**src/rtl/fp_accum_seq.sv**
```systemverilog
// rtl/fp_accum_seq.sv - binary32 accumulation sequencer around an external add/sub unit (optional FP_ACC_SUB_EN)
// The adder is purely combinational outside this block; its operands come only from registers.
module fp_accum_seq #(
  parameter int CNT_W = 8
) (
  input  logic             clk,
  input  logic             reset,
  input  logic             start,
  input  logic [CNT_W-1:0] len,
  input  logic             in_valid,
  input  logic [31:0]      in_data,
  input  logic             in_sub,
  output logic             in_ready,
  output logic             out_valid,
  output logic [31:0]      out_data,
  output logic             out_exc,
  input  logic             out_ready,
  output logic             busy,
  output logic [31:0]      add_a,
  output logic [31:0]      add_b,
  output logic             add_sub_signal,
  input  logic [31:0]      add_res,
  input  logic             add_exc
);

  typedef enum logic [1:0] {S_IDLE, S_LOAD, S_ADD, S_DONE} state_t;

  state_t           state_q, state_d;
  logic [31:0]      acc_q, acc_d;
  logic [31:0]      b_q, b_d;
  logic             sub_q, sub_d;
  logic             exc_q, exc_d;
  logic             first_q, first_d;
  logic [CNT_W-1:0] cnt_q, cnt_d;
  logic             sub_in;
  logic             last;

`ifdef FP_ACC_SUB_EN
  assign sub_in = in_sub;
`else
  logic unused_in_sub;
  assign unused_in_sub = in_sub;
  assign sub_in        = 1'b0;
`endif

  assign last = (cnt_q == CNT_W'(1));

  always_ff @(posedge clk) begin
    if (reset) begin
      state_q <= S_IDLE;
      acc_q   <= '0;
      b_q     <= '0;
      sub_q   <= 1'b0;
      exc_q   <= 1'b0;
      first_q <= 1'b0;
      cnt_q   <= '0;
    end else begin
      state_q <= state_d;
      acc_q   <= acc_d;
      b_q     <= b_d;
      sub_q   <= sub_d;
      exc_q   <= exc_d;
      first_q <= first_d;
      cnt_q   <= cnt_d;
    end
  end

  always_comb begin
    state_d = state_q;
    acc_d   = acc_q;
    b_d     = b_q;
    sub_d   = sub_q;
    exc_d   = exc_q;
    first_d = first_q;
    cnt_d   = cnt_q;
    case (state_q)
      S_IDLE: begin
        if (start) begin
          cnt_d   = len;
          acc_d   = '0;
          exc_d   = 1'b0;
          first_d = 1'b1;
          state_d = (len == '0) ? S_DONE : S_LOAD;
        end
      end
      S_LOAD: begin
        if (in_valid) begin
          if (first_q) begin
            // First sample seeds the accumulator directly; a subtract just flips its sign.
            acc_d   = {in_data[31] ^ sub_in, in_data[30:0]};
            first_d = 1'b0;
            cnt_d   = cnt_q - CNT_W'(1);
            state_d = last ? S_DONE : S_LOAD;
          end else begin
            b_d     = in_data;
            sub_d   = sub_in;
            state_d = S_ADD;
          end
        end
      end
      S_ADD: begin
        acc_d   = add_res;
        exc_d   = exc_q | add_exc;
        cnt_d   = cnt_q - CNT_W'(1);
        state_d = last ? S_DONE : S_LOAD;
      end
      S_DONE: begin
        if (out_ready) state_d = S_IDLE;
      end
      default: state_d = S_IDLE;
    endcase
  end

  assign in_ready       = (state_q == S_LOAD);
  assign out_valid      = (state_q == S_DONE);
  assign out_data       = out_valid ? acc_q : 32'h0;
  assign out_exc        = out_valid & exc_q;
  assign busy           = (state_q != S_IDLE);
  assign add_a          = acc_q;
  assign add_b          = b_q;
  assign add_sub_signal = sub_q;

endmodule

```
**config.mk**
```make
export PLATFORM = sky130hd
export DESIGN_NAME = fp_accum_seq
export DESIGN_NICKNAME = d
export VERILOG_FILES = /design/src/rtl/fp_accum_seq.sv
export SDC_FILE = /design/constraint.sdc
export NUM_CORES = 1
export LEC_CHECK = 0
export ABC_AREA = 1
export BUFFER_PORTS_ARGS = -buffer_cell sky130_fd_sc_hd__buf_4
export CELL_PAD_IN_SITES_DETAIL_PLACEMENT = 0
export CELL_PAD_IN_SITES_GLOBAL_PLACEMENT = 1
export CORE_MARGIN = 2
export CORE_UTILIZATION = 34
export CTS_CLUSTER_SIZE = 10
export DETAILED_ROUTE_END_ITERATION = 7
export HOLD_SLACK_MARGIN = 0.03
export PLACE_DENSITY = 0.95
export REMOVE_ABC_BUFFERS = 1
export SLEW_MARGIN = 40
export SYNTH_ARGS = -nofsm -noshare
export SYNTH_HDL_FRONTEND = slang
export SYNTH_SLANG_ARGS = --single-unit
```
**constraint.sdc**
```tcl
create_clock -name clk -period 5.4 [get_ports clk]
set_clock_uncertainty 0.2 [all_clocks]
set_input_delay 1.08 -clock clk [delete_from_list [all_inputs] [get_ports clk]]
set_output_delay 1.08 -clock clk [all_outputs]
set_load 0.05 [all_outputs]
```
==> summary.md <==
| Metric | Value |
|---|---|
| Status | `completed` |
| Max clock buf depth | `2` |
| Antenna Cells | `0` |
| I/O pin count | `180` |
| Wirelength per Cell | `13.9 um` |
| Tcrit/Tclk final | `60.5%` |
| Port Buf Inserts | `177` |
| Seq cells post-synth | `76` |
| Largest net degree at the start of global routing | `65` |
| Crit Path Class | `flop to output pin` |
| Resized Gates After CTS | `0` |
| Synthesized area | `0.00378 mm^2` |
| Ys Warns | `0` |
| Layout cell share with drive strength beyond 1 | `29.7%` |
| Total routed wirelength | `11.5 mm` |
| P_int | `0.00135 W` |
| Initial core utilization | `34.9%` |
| Clock Latency Late Sink | `340 ps` |
| Total global routing overflow | `0` |
| Delay-heaviest family, CP | `buffers and inverters` |
| Crit-path max cell delay | `490 ps` |
| Data arrival, critical path | `1990 ps` |
| Setup ws final | `2130 ps` |
| Routed vias | `4026` |
| RSZ-0062 raised after global routing | `no` |
| Rel. slew slack | `51.6%` |
| CP max FO | `25` |
| Most frequent cell on the critical path | `buf_4` |
| Fin Hold WS | `247 ps` |
| Worst-path clk slew | `80 ps` |
| Dpl ws | `2510 ps` |
| Leak | `2.62 nW` |
| Max-cap viol count | `0` |
| Fill cells | `1075` |
| Pwr dens | `507 mW/mm^2` |
| Area Growth Syn to Fin | `40.5%` |
| Seq pwr share | `28.5%` |
| Clock sinks | `76` |
| Yosys cell types | `28` |
| Crit path cell chain | `ha_1, buf_4, nand2_1, inv_1, buf_4` |
| Initial antenna violation count | `0` |
| DR pass1 iterations | `4` |
| Gate Count Post-Synth | `529` |
| Gp weighted congestion | `0.847` |
| Maximum clock frequency | `306 MHz` |
| Global-route wire length before repair | `18.1 mm` |
| Slew Viols, Final | `0` |
| Die Area | `0.0120 mm^2` |
| Num CTS Buffers | `9` |
| Net switching power | `0.00134 W` |
| DP HPWL | `7.92 mm` |
| Crit path capture type | `output pin` |
| Post-CTS Setup Inserts | `0` |
| H-tree depth | `3` |
| WP buf/inv | `3` |
| Fin crit period | `3270 ps` |
| Final #Nets | `769` |
| Core region area | `0.0108 mm^2` |
| Sequential-to-total area share from yosys stat | `40.2%` |
| Tightest Pin Transition | `726 ps` |
| Antenna Violating Nets Remaining | `0` |
| Switching share of power | `49.8%` |
| Worst VDD drop | `0.209 mV` |
| Die Y | `109 um` |
| DRC | `0` |
| Worst path required time | `4120 ps` |
| Vias in the first global route | `3772` |
| Total global-route track usage | `19.4%` |
| First DRT Iteration DRCs | `170` |
| Part of the power in combinational logic | `55.3%` |
| CTS tree | `done` |
| Setup TNS | `0 ps` |
| Final Hold Fails | `0` |
| CTS root buf | `clkbuf_8` |
| Clock power frac | `16.3%` |
| Hold_buf cts | `0` |
| Vias per cell | `4.87` |
| CP max-delay cell | `ha_1` |
| Hold Path Class | `flop to flop` |
| FP Rows | `38` |
| Synthesized area per cell | `7.15 um^2` |
| Die X | `109 um` |
| Critical path startpoint category | `flop` |
| Setup violators final | `0` |
## per-layer routing
layer	GRT usage [%]	share of wire [%]	up-vias
met5	0	0	-
met4	6.33	0.52	0
met3	5.39	8.4	6
met2	34.0	49	155
met1	22.7	42	1838
li1	-	-	2027
## through the flow
stage | std cells | instance area (um^2) | utilization (%) | total power [W]
after detailed placement | 811 | 5120 | 47.2 | 0.00227
after CTS | 827 | 5310 | 49.0 | 0.00272
after floorplan | 490 | 3580 | - | 0.00179
after global placement | 811 | 5110 | 47.1 | 0.00224
after global routing | 827 | 5310 | 49.0 | 0.00289
final | 827 | 5310 | 49.0 | 0.00269
## cell families after synthesis
family / count (synthesis) / synth area share [%]
AO/OA/AOI/OAI: 163 / 25.1
XOR/XNOR: 1 / 0.232
buffers and inverters: 129 / 14.4
other: 1 / 0.0992
adder cells (fa/ha/maj): 8 / 2.65
AND/OR/NAND/NOR: 151 / 17.2
flip-flops: 76 / 40.2
## final cells by class
type	instances	area, um^2	area share, %
Multi-Input combinational cell	324	1720	32.4
Tap cell	140	175	3.30
Sequential cell	76	1520	28.6
Timing Repair Buffer	181	1360	25.6
Clock inverter	4	48.8	0.919
Clock buffer	12	145	2.73
Inverter	90	340	6.41
## cell usage in the layout (no fill, tap or decap)
| master | count |
|---|---|
| nand3_4 | 1 |
| ha_1 | 8 |
| inv_4 | 1 |
| nor2_1 | 16 |
| o21ai_1 | 4 |
| dfxtp_1 | 76 |
| o21ai_0 | 45 |
| clkinv_2 | 2 |
| a22o_1 | 32 |
| nor2_8 | 1 |
| clkinv_4 | 1 |
| clkbuf_8 | 10 |
| nand2_2 | 4 |
| o211ai_1 | 1 |
| nand2_1 | 88 |
| o21a_1 | 1 |
| bufinv_16 | 1 |
| a21oi_1 | 76 |
| a211oi_1 | 1 |
| nand3_1 | 40 |
| a31oi_1 | 2 |
| inv_2 | 2 |
| buf_4 | 181 |
| clkbuf_1 | 2 |
| conb_1 | 1 |
| xor2_1 | 1 |
| nand4_1 | 1 |
| inv_1 | 87 |
| o211a_1 | 1 |
## worst min-delay path, stage by stage (launching register included)
cell and delay (ps):
dfxtp_1 310, inv_1 50, a21oi_1 50
## cell usage after synthesis
| cell | n | area (um^2) |
|---|---|---|
| o211a_1 | 1 | 10.0 |
| inv_1 | 88 | 330 |
| o21ai_1 | 4 | 20.0 |
| a31oi_1 | 2 | 12.5 |
| ha_1 | 8 | 100 |
| buf_2 | 4 | 20.0 |
| nand2_1 | 88 | 330 |
| conb_1 | 1 | 3.75 |
| a211oi_1 | 1 | 7.51 |
| nand3_2 | 1 | 10.0 |
| nand2_2 | 4 | 25.0 |
| o21ai_0 | 45 | 225 |
| buf_1 | 1 | 3.75 |
| nand3_1 | 40 | 200 |
| clkbuf_1 | 25 | 93.8 |
| o21a_1 | 1 | 7.51 |
| inv_4 | 1 | 6.26 |
| dfxtp_1 | 76 | 1520 |
| xor2_1 | 1 | 8.76 |
| buf_6 | 5 | 56.3 |
| a22o_1 | 32 | 280 |
| inv_2 | 1 | 3.75 |
| nor2_1 | 16 | 60.1 |
| nand4_1 | 1 | 6.26 |
| a21oi_1 | 76 | 380 |
| buf_4 | 4 | 30.0 |
| nor2_8 | 1 | 20.0 |
| o211ai_1 | 1 | 7.51 |
## state kept, by name (all words and copies together), names as in the netlist
name,cells
exc_q,1
state_q,2
add_b,32
first_q,1
add_a,32
cnt_q,8
## worst paths after layout
check | start | end | slack (ps) | cells past startpoint
worst min register to register | add_b[29] | add_b[29] | 250 | 2
worst max register to register | state_q[1] | cnt_q[6] | 2600 | 10
worst max-delay path | state_q[1] | out_data[6] | 2130 | 5
worst min-delay path | add_b[29] | add_b[29] | 250 | 2
## power by group through the flow
stage | logic [W] | registers (W) | clock network (W)
3_5_place_dp | 0.00149 | 0.000778 | 0
4_1_cts | 0.00150 | 0.000767 | 0.000452
6_report | 0.00149 | 0.000767 | 0.000438
5_1_grt | 0.00163 | 0.000781 | 0.000477
3_3_place_gp | 0.00147 | 0.000772 | 0
2_1_floorplan | 0.000729 | 0.00106 | 0
Power figures use the tool's default switching activity.
